$ cat src/rtl/inst_mem_loader.sv
// Framed byte-stream loader for the rvseed instruction memory.
// Packs little-endian words, writes them sequentially, then releases core reset on a good checksum.
module inst_mem_loader #(
  parameter int         CPU_WIDTH = 32,
  parameter int         IM_ADDR_W = 8,
  parameter logic [7:0] SYNC_BYTE = 8'hA5
) (
  input  logic                 clk,
  input  logic                 rst_n,
  input  logic                 s_valid,
  output logic                 s_ready,
  input  logic [7:0]           s_data,
  input  logic                 reload,
  output logic                 im_we,
  output logic [IM_ADDR_W-1:0] im_addr,
  output logic [CPU_WIDTH-1:0] im_wdata,
  output logic                 core_rst_n,
  output logic                 load_done,
  output logic                 load_err
);

  localparam int DEPTH = 1 << IM_ADDR_W;

  typedef enum logic [2:0] {
    ST_SYNC, ST_CNT0, ST_CNT1, ST_DATA, ST_CSUM, ST_RUN, ST_ERR
  } state_t;

  state_t               state, next_state;
  logic                 accept;
  logic [7:0]           cnt_lo;
  logic [15:0]          cnt_full;
  logic [1:0]           byte_idx;
  logic [IM_ADDR_W-1:0] word_addr;
  logic [IM_ADDR_W-1:0] last_addr;
  logic [CPU_WIDTH-9:0] word_buf;
  logic [7:0]           csum;

  assign cnt_full = {s_data, cnt_lo};
  assign accept   = s_valid & s_ready;

  // Ready is held low while in reset and during any reload cycle.
  always_comb begin
    s_ready = 1'b0;
    case (state)
      ST_SYNC, ST_CNT0, ST_CNT1, ST_DATA, ST_CSUM: s_ready = rst_n & ~reload;
      default:                                    s_ready = 1'b0;
    endcase
  end

  always_ff @(posedge clk or negedge rst_n) begin
    if (!rst_n) state <= ST_SYNC;
    else        state <= next_state;
  end

  always_comb begin
    next_state = state;
    if (reload) begin
      next_state = ST_SYNC;
    end else if (accept) begin
      case (state)
        ST_SYNC: if (s_data == SYNC_BYTE) next_state = ST_CNT0;
        ST_CNT0: next_state = ST_CNT1;
        ST_CNT1: begin
          if (cnt_full == 16'd0)                  next_state = ST_CSUM;
          else if ({1'b0, cnt_full} > 17'(DEPTH)) next_state = ST_ERR;
          else                                    next_state = ST_DATA;
        end
        ST_DATA: if (byte_idx == 2'd3 && word_addr == last_addr) next_state = ST_CSUM;
        ST_CSUM: next_state = (s_data == csum) ? ST_RUN : ST_ERR;
        default: next_state = state;
      endcase
    end
  end

  // Word assembly and the registered write strobe; last_addr is N-1 so the address never wraps.
  always_ff @(posedge clk or negedge rst_n) begin
    if (!rst_n) begin
      cnt_lo    <= '0;
      byte_idx  <= '0;
      word_addr <= '0;
      last_addr <= '0;
      word_buf  <= '0;
      csum      <= '0;
      im_we     <= 1'b0;
      im_addr   <= '0;
      im_wdata  <= '0;
    end else begin
      im_we <= 1'b0;
      if (reload) begin
        byte_idx  <= '0;
        word_addr <= '0;
        csum      <= '0;
      end else if (accept) begin
        case (state)
          ST_CNT0: cnt_lo <= s_data;
          ST_CNT1: begin
            last_addr <= IM_ADDR_W'(cnt_full - 16'd1);
            word_addr <= '0;
            byte_idx  <= '0;
            csum      <= '0;
          end
          ST_DATA: begin
            csum     <= csum ^ s_data;
            byte_idx <= byte_idx + 2'd1;
            case (byte_idx)
              2'd0: word_buf[7:0]   <= s_data;
              2'd1: word_buf[15:8]  <= s_data;
              2'd2: word_buf[23:16] <= s_data;
              default: begin
                im_we    <= 1'b1;
                im_addr  <= word_addr;
                im_wdata <= {s_data, word_buf};
                if (word_addr != last_addr) word_addr <= word_addr + 1'b1;
              end
            endcase
          end
          default: ;
        endcase
      end
    end
  end

  always_ff @(posedge clk or negedge rst_n) begin
    if (!rst_n) begin
      core_rst_n <= 1'b0;
      load_done  <= 1'b0;
      load_err   <= 1'b0;
    end else begin
      core_rst_n <= (next_state == ST_RUN);
      load_done  <= (next_state == ST_RUN);
      load_err   <= (next_state == ST_ERR);
    end
  end

endmodule

$ cat config.mk
export PLATFORM = sky130hd
export DESIGN_NAME = inst_mem_loader
export DESIGN_NICKNAME = d
export VERILOG_FILES = /design/src/rtl/inst_mem_loader.sv
export SDC_FILE = /design/constraint.sdc
export NUM_CORES = 1
export LEC_CHECK = 0
export ABC_AREA = 0
export BUFFER_PORTS_ARGS = -buffer_cell sky130_fd_sc_hd__clkbuf_2
export CAP_MARGIN = 10
export CORE_MARGIN = 3
export CORE_UTILIZATION = 49
export DETAILED_ROUTE_END_ITERATION = 10
export HOLD_SLACK_MARGIN = 0.12
export PLACE_DENSITY = 0.8
export SLEW_MARGIN = 5
export SYNTH_ARGS = -nofsm -noshare
export SYNTH_HDL_FRONTEND = slang
export SYNTH_SLANG_ARGS = --single-unit
$ cat constraint.sdc
create_clock -name clk -period 4.2 [get_ports clk]
set_clock_uncertainty 0.05 [all_clocks]
set_input_delay 0.63 -clock clk [delete_from_list [all_inputs] [get_ports clk]]
set_output_delay 0.63 -clock clk [all_outputs]
set_load 0.005 [all_outputs]
Yosys cells after proc, flatten, opt, wreduce, memory -nomap -nowiden
Cells that the tools add are included.
{"block": "word_totals", "ff_bits": 104, "in_bits": 12, "output_inout_bits": 45, "word_cells": 78}
{"block": "op_classes", "addsub": 3, "magnitude_cmp": 1, "eq_ne": 15, "muxes": 24, "n_bitwise": 5, "n_reduce_logical": 16}
{"cell": "2-to-1 mux 8 bit", "n": 6}
{"cell": "case mux 8 bit (2 select lines)", "n": 2}
{"cell": "AND reduction 4 bit", "n": 5}
{"cell": "2-to-1 mux 3 bit", "n": 6}
{"cell": "equality test 8 bit", "n": 2}
{"cell": "greater-than comparator 16 x 9 -> 1 bit, second input constant", "n": 1}
{"cell": "logical NOT 16 bit", "n": 1}
{"cell": "case mux 3 bit (5 select lines)", "n": 1}
{"cell": "equality test 3 bit, second input constant", "n": 3}
{"cell": "adder 8 x 1 -> 8 bit, second input constant", "n": 1}
{"cell": "equality test 8 bit, second input constant", "n": 1}
{"cell": "inequality test 8 bit", "n": 1}
{"cell": "subtractor 8 x 1 -> 8 bit, second input constant", "n": 1}
{"cell": "XOR 8 bit", "n": 1}
{"cell": "equality test 3 x 2 -> 1 bit, second input constant", "n": 2}
{"cell": "2-to-1 mux 2 bit", "n": 3}
{"cell": "inequality test 3 bit, second input constant", "n": 2}
{"cell": "AND reduction 3 bit", "n": 2}
{"cell": "2-to-1 mux 1 bit", "n": 5}
{"cell": "OR reduction 5 bit", "n": 1}
{"cell": "equality test 2 bit, second input constant", "n": 2}
{"cell": "case mux 2 bit (2 select lines)", "n": 1}
{"cell": "equality test 3 x 1 -> 1 bit, second input constant", "n": 1}
{"cell": "logical NOT 3 bit", "n": 1}
{"cell": "10 further kinds", "n": 12}

Logic depth before layout (Yosys ltp)
Gate-level depths: netlist of run 1.
{"block": "logic_depth", "word_depth": 7, "mapped_depth": 9, "ltp_nobuf": 8}

Worst setup path after synthesis of run 1
OpenSTA, ideal clock, no wires.
{"block": "synth_timing", "path_kind": "input -> register", "startpoint": "in s_data[4]", "endpoint": "reg load_err", "setup_ps": 120, "arrival_time_ps": 2624, "required_ps": 4030, "path_slack_ps": 1407, "path_stages": 7, "path_buffers": 1, "cell_sequence": "buf_2 -> or4_4 -> or4_4 -> or3b_4 -> a221oi_4 -> nor2_2 -> and3_1"}
{"block": "synth_via", "elab_chain_cells": 7}
{"element": "start, declared", "line_no": "12", "source": "input logic [7:0] s_data,"}
{"element": "greater-than comparator 16 x 9 -> 1 bit", "line_no": "65", "source": "else if ({1'b0, cnt_full} > 17'(DEPTH)) next_state = ST_ERR;"}
{"element": "2-to-1 mux 3 bit", "line_no": "65"}
{"element": "2-to-1 mux 3 bit", "line_no": "64", "source": "if (cnt_full == 16'd0) next_state = ST_CSUM;"}
{"element": "case mux 3 bit (5 select lines) (*)", "line_no": "60", "source": "case (state)"}
{"element": "2-to-1 mux 3 bit (*)", "line_no": "59", "source": "end else if (accept) begin"}
{"element": "2-to-1 mux 3 bit (*)", "line_no": "57", "source": "if (reload) begin"}
{"element": "via next_state[2]", "line_no": "28", "source": "state_t state, next_state;"}
{"element": "equality test 3 bit (*)", "line_no": "131", "source": "load_err <= (next_state == ST_ERR);"}
{"element": "end signal, assigned", "line_no": "131"}
{"element": "end, declared", "line_no": "19", "source": "output logic load_err"}
Mark *: on every way through the listed nets, which the timed path passes. The rest lies on a longest branch.
A chain may end at the register's enable or synchronous reset.

Worst setup path after layout of run 1
{"block": "layout_timing", "startpoint": "in rst_n", "endpoint": "reg im_wdata[10]"}
{"block": "layout_via", "elab_chain_cells": 4}
{"element": "start, declared", "line_no": "9", "source": "input logic rst_n,"}
{"element": "bitwise AND 1 bit", "line_no": "45", "source": "ST_SYNC, ST_CNT0, ST_CNT1, ST_DATA, ST_CSUM: s_ready = rst_n & ~reload;"}
{"element": "2-to-1 mux 1 bit", "line_no": "44", "source": "case (state)"}
{"element": "bitwise AND 1 bit", "line_no": "39", "source": "assign accept = s_valid & s_ready;"}
{"element": "AND reduction 4 bit (no line)"}
{"element": "end signal, assigned", "line_no": "112", "source": "im_wdata <= {s_data, word_buf};"}
{"element": "end, declared", "line_no": "16", "source": "output logic [CPU_WIDTH-1:0] im_wdata,"}
Every way passes these cells.

==> impl_results.html, run 1 <==
<table>
<tr><th>Metric</th><th>Value</th></tr>
<tr><th colspan="2">Synthesis</th></tr>
<tr><td>Flip-flop cell with the highest count after synthesis</td><td>dfrtp_1</td></tr>
<tr><td>Post-synthesis average cell area</td><td>12.1 µm²</td></tr>
<tr><td>Post-synth EDFFs</td><td>0</td></tr>
<tr><td>Cell types occupying the most area after synthesis</td><td>dfrtp_1, mux2_2, xnor2_1, o21ai_0, nor2_1</td></tr>
<tr><td>Register bit total from synthesis</td><td>104</td></tr>
<tr><td>Yosys warnings</td><td>0</td></tr>
<tr><td>Synth Net Count</td><td>402</td></tr>
<tr><td>Cell area after synthesis</td><td>4650 µm²</td></tr>
<tr><td>Most area-hungry cell type in the Yosys netlist</td><td>dfrtp_1</td></tr>
<tr><td>Post-synthesis async set-or-reset flop share</td><td>100%</td></tr>
<tr><td>Post-synthesis sequential area ratio</td><td>56.0%</td></tr>
<tr><td>Area fraction of the dominant cell type after synthesis</td><td>56.0%</td></tr>
<tr><td>Number of distinct library cells after synthesis</td><td>46</td></tr>
<tr><td>Synthesized instance count</td><td>384</td></tr>
<tr><th colspan="2">GRT</th></tr>
<tr><td>Number of global-route vias before repair</td><td>3,153</td></tr>
<tr><td>Pin count of the biggest net entering global routing</td><td>a little over 90</td></tr>
<tr><td>Met1 Usage GRT</td><td>between 20% and 30%</td></tr>
<tr><td>Antenna violations before repair</td><td>0</td></tr>
<tr><td>Aggregate global routing overflow</td><td>0</td></tr>
<tr><td>GR Util met3</td><td>3.89%</td></tr>
<tr><td>Most congested layer reported by global routing</td><td>met2</td></tr>
<tr><td>Wire length of the first global-routing pass</td><td>15.9 mm</td></tr>
<tr><td>Global Route Usage Sum</td><td>19.3%</td></tr>
<tr><td>Fraction of met2 tracks used by global routing</td><td>31.1%</td></tr>
<tr><th colspan="2">Detailed routing</th></tr>
<tr><td>Remaining antenna violation count after routing</td><td>0</td></tr>
<tr><td>Number of iterations in the first detailed-routing pass</td><td>4</td></tr>
<tr><td>Count of vias placed by the detailed router</td><td>3,083</td></tr>
<tr><td>Wire length reported by the detailed router</td><td>9.41 mm</td></tr>
<tr><td>Number of DRC markers in iteration 0</td><td>200</td></tr>
<tr><td>Wire per inst</td><td>16.7 µm</td></tr>
<tr><td>Via density per instance</td><td>5.47</td></tr>
<tr><td># DRC</td><td>0</td></tr>
<tr><th colspan="2">Clock tree</th></tr>
<tr><td>Clock Root Buffer</td><td>clkbuf_8</td></tr>
<tr><td>Sink count of the clock tree</td><td>104</td></tr>
<tr><td>Number of buffers on the longest clock path</td><td>2</td></tr>
<tr><td>Post-cts gate resize count</td><td>0</td></tr>
<tr><td>CTS HTree Levels</td><td>3</td></tr>
<tr><td>Clock buffers created by TritonCTS</td><td>9</td></tr>
<tr><td>Clk slew on worst S/H paths</td><td>0.10 ns</td></tr>
<tr><td>Clock network latency to the later pin of the worst-skew pair</td><td>between 0.3 and 0.4 ns</td></tr>
<tr><td>Clock tree from TritonCTS</td><td>built</td></tr>
<tr><th colspan="2">Worst setup path</th></tr>
<tr><td>Kind of end point of the critical path</td><td>register</td></tr>
<tr><td>Reg2reg path depth</td><td>8</td></tr>
<tr><td>Critical setup path kind</td><td>in -&gt; reg</td></tr>
<tr><td>Biggest cell delay along the critical path</td><td>0.52 ns</td></tr>
<tr><td>Kind of cell with the highest combined delay on the critical path</td><td>buffers and inverters</td></tr>
<tr><td>Cell type with the highest occurrence count on the critical path</td><td>nand2_1</td></tr>
<tr><td>Kind of launch point of the worst setup path</td><td>primary input</td></tr>
<tr><td>Master of the slowest instance on the critical path</td><td>dlygate4sd3_1</td></tr>
<tr><td>Worst-path maximum fanout</td><td>33</td></tr>
<tr><td>Crit path arrival time</td><td>approximately 3.1 ns</td></tr>
<tr><td>Reg2Reg Launch Point</td><td>cnt_lo[1]$_DFFE_PN0P_</td></tr>
<tr><td>Count of buffer and inverter cells on the critical path</td><td>4</td></tr>
<tr><td>Required time reported for the critical path endpoint</td><td>4.41 ns</td></tr>
<tr><td>Cell Chain, Critical Path</td><td>dlygate4sd3_1 -&gt; buf_4 -&gt; nand2_1 -&gt; or3_1 -&gt; nor2_1 -&gt; nand2_1 -&gt; inv_1 -&gt; buf_12 -&gt; mux2_2</td></tr>
<tr><td>Capture instance of the worst register-to-register path</td><td>load_err$_DFF_PN0_</td></tr>
<tr><td>Internal reg-to-reg setup slack</td><td>between 1 and 1.5 ns</td></tr>
<tr><th colspan="2">Timing</th></tr>
<tr><td>Number of setup violations in the final report</td><td>0</td></tr>
<tr><td>Final-report max-slew violation count</td><td>0</td></tr>
<tr><td>Worst Setup Slack, final</td><td>approximately 1.3 ns</td></tr>
<tr><td>Rel. slew slack</td><td>around 26%</td></tr>
<tr><td>Worst Tran Pin Value</td><td>1.12 ns</td></tr>
<tr><td>Unrepaired setup endpoints after global routing</td><td>false</td></tr>
<tr><td>Setup TNS</td><td>0 ns</td></tr>
<tr><td>Crit share post-route</td><td>approximately 70%</td></tr>
<tr><td>Fin crit period</td><td>2.89 ns</td></tr>
<tr><td>Final number of hold-violating endpoints</td><td>0</td></tr>
<tr><td>Hold Worst Slack</td><td>between 0.4 and 0.5 ns</td></tr>
<tr><td>Fmax</td><td>346 MHz</td></tr>
<tr><th colspan="2">Run status</th></tr>
<tr><td>Result of the run</td><td>complete, no violations</td></tr>
<tr><th colspan="2">Finish</th></tr>
<tr><td>P&amp;R area growth vs syn</td><td>12.3%</td></tr>
<tr><td>Share of layout cells above drive strength 1</td><td>35.4%</td></tr>
<tr><td>Number of antenna cells inserted</td><td>0</td></tr>
<tr><td>Total number of nets in the final design</td><td>451</td></tr>
<tr><td>Total of fill cells in the finished design</td><td>726</td></tr>
<tr><td>Fin area</td><td>5220 µm²</td></tr>
<tr><th colspan="2">Floorplanning</th></tr>
<tr><td>Full die area</td><td>10,700 µm²</td></tr>
<tr><td>Area of the core</td><td>between 8000 and 9000 µm²</td></tr>
<tr><td>Width of the die</td><td>103 µm</td></tr>
<tr><td>Rows</td><td>34</td></tr>
<tr><td>Boundary Pins</td><td>57</td></tr>
<tr><td>Effective utilization at floorplan</td><td>51.8%</td></tr>
<tr><td>Vertical extent of the die</td><td>103 µm</td></tr>
<tr><th colspan="2">Placement</th></tr>
<tr><td>Area post-placement</td><td>between 5000 and 6000 µm²</td></tr>
<tr><td>Final RePlAce weighted congestion</td><td>0.820</td></tr>
<tr><td>Placed wire-length estimate after detailed placement</td><td>6.64 mm</td></tr>
<tr><td>Setup Slack @ Placement</td><td>approximately 1.2 ns</td></tr>
<tr><td>Port-buffer cells</td><td>56</td></tr>
<tr><th colspan="2">Pwr</th></tr>
<tr><td>Sum of internal, switching and leakage power</td><td>0.00189 W</td></tr>
<tr><td>Leak</td><td>2.54 nW</td></tr>
<tr><td>Worst-case vdd ir drop</td><td>0.000204 V</td></tr>
<tr><td>Cell Pwr Density</td><td>362 nW/µm²</td></tr>
<tr><th colspan="2">Worst hold path</th></tr>
<tr><td>End point of the most critical hold path</td><td>im_addr[1]$_DFFE_PN0P_</td></tr>
<tr><td>Origin of the worst min-delay path</td><td>im_addr[1]$_DFFE_PN0P_</td></tr>
<tr><td>Worst Hold Class</td><td>reg -&gt; reg</td></tr>
<tr><td>Hold Path Stages</td><td>2</td></tr>
<tr><th colspan="2">Flow run</th></tr>
<tr><td>Max-cap violations</td><td>0</td></tr>
</table>
kinds of logic (layout without fill, tap and decap cells):
family | Yosys count | after routing | share of synthesized area (%)
buffers and inverters | 31 | 85 | 2.91
adders and majority gates | 6 | 6 | 1.62
xor gates and xnor gates | 25 | 25 | 4.71
and+or+nand+nor | 95 | 95 | 10.3
DFF | 104 | 104 | 56.0
AOI/OAI and AO/OA | 51 | 51 | 6.98
muxes | 72 | 72 | 17.4
synthesized netlist by cell type, drive strengths merged (2+ instances only):
library cell	n
or3	5
nor2	28
nand2	25
ha	6
nand3	6
and3	2
xor2	2
dfrtp	104
or4	2
clkbuf	10
xnor2	23
mux2	71
nor4	3
or4b	2
buf	12
nand4	5
and2	2
inv	9
a21oi	5
and3b	2
nor2b	4
o21ai	30
a211oi	3
nor3	5
final cells by class:
class / count / area (µm²) / share of cell area [%]
Clock buffer: 9 / 124 / 2.37
Clock inverter: 7 / 65.1 / 1.25
Inverter: 9 / 33.8 / 0.647
Multi-Input combinational cell: 249 / 1910 / 36.6
Sequential cell: 104 / 2600 / 49.9
Tap cell: 126 / 158 / 3.02
Timing Repair Buffer: 60 / 328 / 6.28
power breakdown:
part / switching [W] / total [W] / internal (W)
Clock: 0.000362 / 0.000590 / 0.000228
Combinational: 0.000116 / 0.000205 / 0.0000886
Sequential: 0.0000444 / 0.00109 / 0.00105
Total: 0.000523 / 0.00189 / 0.00136
flip-flops by register name (all words and copies together), names as in the netlist:
register / flops
im_addr: 8
word_addr: 8
csum: 8
im_we: 1
last_addr: 8
load_err: 1
cnt_lo: 8
state: 3
word_buf: 24
byte_idx: 2
im_wdata: 32
load_done: 1
routing by layer:
layer  routed length [µm]  share of wire [%]
met3                  496                5.3
met1                 4160                 44
met4                  180                1.9
met2                 4570                 49
met5                    0                  0
worst min-delay path, delay by kind of cell (launching register included):
| family | cells | cell delay [ns] |
|---|---|---|
| DFF | 1 | 0.36 |
| AOI/OAI and AO/OA | 1 | 0.06 |
| and+or+nand+nor | 1 | 0.05 |
layout by cell type, fill, tap and decap left out, drive strengths merged, types with 3 or more instances in the layout:
cell type and instances:
a211oi 3, nor3 5, clkbuf 64, nand2 25, or3 5, nand3 6
nor4 3, o21ai 30, xnor2 23, dfrtp 104, nor2 28, inv 12
nand4 5, nor2b 4, a21oi 5, ha 6, buf 4, mux2 71
worst max-delay path by stage:
stage / from / endpoint / slack (ns) / cells past startpoint
2_1_floorplan: s_data[4] / load_err$_DFF_PN0_ / 1.41 / 7
3_3_place_gp: s_data[6] / load_err$_DFF_PN0_ / 1.29 / 7
3_5_place_dp: s_data[4] / load_err$_DFF_PN0_ / 1.23 / 7
4_1_cts: rst_n / im_wdata[10]$_DFFE_PN0P_ / 1.30 / 9
5_1_grt: rst_n / im_wdata[11]$_DFFE_PN0P_ / 1.11 / 9
6_report: rst_n / im_wdata[10]$_DFFE_PN0P_ / 1.31 / 9
through the flow:
step,utilization [%],std cells
floorplan,-,384
finish,58.1,564
global placement,55.9,547
CTS,58.1,564
global route,58.1,564
detailed placement,55.9,547
what timing repair did:
action	4_1_cts	5_1_grt
setup buffers	0	0
hold buffers	1	0
endpoints found under the hold margin	14	0
(Power assumes the default switching activity.)
==> run 2: changes to the inputs <==
==> constraint.sdc (replaced) <==
create_clock -name clk -period 2.9 [get_ports clk]
set_clock_uncertainty 0.05 [all_clocks]
set_input_delay 0.435 -clock clk [delete_from_list [all_inputs] [get_ports clk]]
set_output_delay 0.435 -clock clk [all_outputs]
set_load 0.005 [all_outputs]
==> run 2 against run 1 <==
Effect of this change:
- first-iteration DRC count shrank 32%
- highest routed layer unchanged
- via count increased by 1.4%
- non-clock buffer count up 9
==> impl_results.html, run 2 (synthesized netlist as in run 1, its figures left out) <==
<table>
<tr><th>Metric</th><th>Value</th></tr>
<tr><th colspan="2">Run status</th></tr>
<tr><td>Result of the run</td><td>complete, no violations</td></tr>
<tr><th colspan="2">Clock tree</th></tr>
<tr><td>CTS HTree Levels</td><td>3 (unchanged)</td></tr>
<tr><td>Count of buffers added by post-CTS timing repair for setup</td><td>0 (unchanged)</td></tr>
<tr><td>Clock tree from TritonCTS</td><td>built</td></tr>
<tr><td>Number of buffers on the longest clock path</td><td>2 (unchanged)</td></tr>
<tr><td>Clock network latency to the later pin of the worst-skew pair</td><td>0.38 ns (+0.02 ns)</td></tr>
<tr><td>Sink count of the clock tree</td><td>104 (unchanged)</td></tr>
<tr><td>Post-cts gate resize count</td><td>0 (unchanged)</td></tr>
<tr><td>Clock buffers created by TritonCTS</td><td>9 (unchanged)</td></tr>
<tr><td>Clk slew on worst S/H paths</td><td>0.10 ns (about the same)</td></tr>
<tr><td>Clock Root Buffer</td><td>clkbuf_8</td></tr>
<tr><th colspan="2">Timing</th></tr>
<tr><td>Rel. slew slack</td><td>30.7% (+5.1 points)</td></tr>
<tr><td>Crit share post-route</td><td>around nine tenths</td></tr>
<tr><td>Number of setup violations in the final report</td><td>0 (unchanged)</td></tr>
<tr><td>Final-report max-slew violation count</td><td>0 (unchanged)</td></tr>
<tr><td>Fmax</td><td>375 MHz</td></tr>
<tr><td>Final number of hold-violating endpoints</td><td>0 (unchanged)</td></tr>
<tr><td>Setup TNS</td><td>0 ns (unchanged)</td></tr>
<tr><td>Fin crit period</td><td>2.66 ns</td></tr>
<tr><td>Worst Tran Pin Value</td><td>1.04 ns (-0.0790 ns)</td></tr>
<tr><td>Unrepaired setup endpoints after global routing</td><td>false</td></tr>
<tr><td>Worst Setup Slack, final</td><td>0.236 ns (-1.07 ns)</td></tr>
<tr><td>Hold Worst Slack</td><td>0.380 ns (-0.0662 ns)</td></tr>
<tr><th colspan="2">Finish</th></tr>
<tr><td>Number of antenna cells inserted</td><td>0 (unchanged)</td></tr>
<tr><td>Register ranked first by flip-flop count</td><td>im_wdata</td></tr>
<tr><td>Total number of nets in the final design</td><td>460 (+2.0%)</td></tr>
<tr><td>Max FFs per register</td><td>32 (unchanged)</td></tr>
<tr><td>Most frequent standard cell in the layout excluding fill and tap cells</td><td>dfrtp_1</td></tr>
<tr><td>Fin area</td><td>5260 µm² (+0.79%)</td></tr>
<tr><td>Leading registers by flop count</td><td>im_wdata: 32 flops, word_buf: 24 flops</td></tr>
<tr><td>Most used cells in the layout excluding fill and tap cells</td><td>dfrtp_1, mux2_2, clkbuf_2</td></tr>
<tr><td>P&amp;R area growth vs syn</td><td>13.2%</td></tr>
<tr><td>Share of layout cells above drive strength 1</td><td>36.5% (+1.2 points)</td></tr>
<tr><th colspan="2">Detailed routing</th></tr>
<tr><td>Remaining antenna violation count after routing</td><td>0 (unchanged)</td></tr>
<tr><td># DRC</td><td>0 (unchanged)</td></tr>
<tr><td>Number of iterations in the first detailed-routing pass</td><td>5 (+1)</td></tr>
<tr><td>Wire length reported by the detailed router</td><td>9.58 mm (+1.8%)</td></tr>
<tr><td>Number of DRC markers in iteration 0</td><td>136 (-32%)</td></tr>
<tr><td>Via density per instance</td><td>5.46 (about the same)</td></tr>
<tr><td>Count of vias placed by the detailed router</td><td>3,125 (+1.4%)</td></tr>
<tr><td>Wire per inst</td><td>16.7 µm (+0.39%)</td></tr>
<tr><th colspan="2">Worst setup path</th></tr>
<tr><td>Worst-path maximum fanout</td><td>4 (-88%)</td></tr>
<tr><td>Required time reported for the critical path endpoint</td><td>3.12 ns (-1.29 ns)</td></tr>
<tr><td>Crit path arrival time</td><td>2.88 ns (-0.22 ns)</td></tr>
<tr><td>Kind of launch point of the worst setup path</td><td>register</td></tr>
<tr><td>Kind of end point of the critical path</td><td>register</td></tr>
<tr><td>Critical setup path kind</td><td>reg -&gt; reg</td></tr>
<tr><th colspan="2">Flow run</th></tr>
<tr><td>Max-cap violations</td><td>0 (unchanged)</td></tr>
<tr><th colspan="2">Floorplanning</th></tr>
<tr><td>Vertical extent of the die</td><td>103 µm (unchanged)</td></tr>
<tr><td>Rows</td><td>34 (unchanged)</td></tr>
<tr><td>Boundary Pins</td><td>57 (unchanged)</td></tr>
<tr><td>Effective utilization at floorplan</td><td>51.8% (unchanged)</td></tr>
<tr><td>Area of the core</td><td>8980 µm² (unchanged)</td></tr>
<tr><td>Full die area</td><td>10,700 µm² (unchanged)</td></tr>
<tr><td>Width of the die</td><td>103 µm (unchanged)</td></tr>
<tr><th colspan="2">Placement</th></tr>
<tr><td>Port-buffer cells</td><td>56 (unchanged)</td></tr>
<tr><td>Area post-placement</td><td>5070 µm² (+1.1%)</td></tr>
<tr><td>Setup Slack @ Placement</td><td>0.219 ns (-1.01 ns)</td></tr>
<tr><td>Placed wire-length estimate after detailed placement</td><td>6.79 mm (+2.4%)</td></tr>
<tr><td>Final RePlAce weighted congestion</td><td>0.924 (+13%)</td></tr>
<tr><th colspan="2">GRT</th></tr>
<tr><td>Number of global-route vias before repair</td><td>3,207 (+1.7%)</td></tr>
<tr><td>Aggregate global routing overflow</td><td>0 (unchanged)</td></tr>
<tr><td>Wire length of the first global-routing pass</td><td>16.0 mm (+0.21%)</td></tr>
<tr><td>Antenna violations before repair</td><td>0 (unchanged)</td></tr>
<tr><td>Pin count of the biggest net entering global routing</td><td>75 (-18%)</td></tr>
<tr><td>Global Route Usage Sum</td><td>19.5% (+0.21 points)</td></tr>
<tr><th colspan="2">Pwr</th></tr>
<tr><td>Leak</td><td>2.59 nW (+1.7%)</td></tr>
<tr><td>Sum of internal, switching and leakage power</td><td>0.00272 W (+44%)</td></tr>
<tr><td>Worst-case vdd ir drop</td><td>0.000259 V (+27%)</td></tr>
<tr><td>Cell Pwr Density</td><td>517 nW/µm² (+43%)</td></tr>
<tr><th colspan="2">Worst hold path</th></tr>
<tr><td>Worst Hold Class</td><td>in -&gt; reg</td></tr>
</table>
## run 2: changes by cell type in the layout (fill, tap and decap cells not counted), sizes merged
cell      delta
buf          +9
clkinv       +1
clkinvlp     -2
## run 2: metal layers
layer  vias up  track usage [%]  routed length [µm]
met4         0             6.27                 210
li1       1453                -                   -
met3        14             6.30                 639
met2       102             32.0                4590
met5         -                0                   0
met1      1556             24.7                4130
## run 2: what timing repair did
action | in CTS | in global routing
hold buffers | 1 | 0
endpoints found under the setup margin | 0 | 0
endpoints found under the hold margin | 31 | 0
## run 2: path summary, 6_finish.rpt
| check | startpoint | endpoint | slack (ns) | depth (start not counted) |
|---|---|---|---|---|
| setup / recovery | cnt_lo[0]$_DFFE_PN0P_ | load_err$_DFF_PN0_ | 0.24 | 8 |
| hold / removal | reload | state[1]$_DFF_PN0_ | 0.38 | 2 |
| min in group asynchronous | rst_n | word_buf[15]$_DFFE_PN0P_ | 0.60 | 3 |
| setup reg to reg | cnt_lo[0]$_DFFE_PN0P_ | load_err$_DFF_PN0_ | 0.24 | 8 |
| hold reg to reg | word_buf[22]$_DFFE_PN0P_ | word_buf[22]$_DFFE_PN0P_ | 0.46 | 1 |
| max in group asynchronous | rst_n | im_wdata[27]$_DFFE_PN0P_ | 1.41 | 3 |
## run 2: area by class of cell
class | instances | area (µm²)
inverter | 9 | 33.8
timing repair buffer | 69 | 383
clock inverter | 6 | 51.3
fill | 766 | 3720
tap | 126 | 158
multi-input combinational | 249 | 1910
sequential | 104 | 2600
clock buffer | 9 | 124
## run 2: through the flow
stage	std cells	utilization, %
CTS	572	58.6
floorplan	384	-
finish	572	58.6
global placement	556	56.5
detailed placement	556	56.5
global route	572	58.6
## run 2: report_power, final
group | switching [W] | total [W] | leakage, nW | internal (W)
sequential | 0.0000617 | 0.00158 | 1.43 | 0.00152
combinational | 0.000171 | 0.000307 | 1.06 | 0.000136
clock | 0.000513 | 0.000834 | 0.0920 | 0.000321
## run 2: critical path, cell delays in order, from the launching register on
cell and delay (ns):
dfrtp_1 0.42, inv_1 0.09, ha_1 0.20, or4b_2 0.66, o21ai_0 0.18, or3b_4 0.42
a221oi_4 0.32, nor2_2 0.06, and3_1 0.17
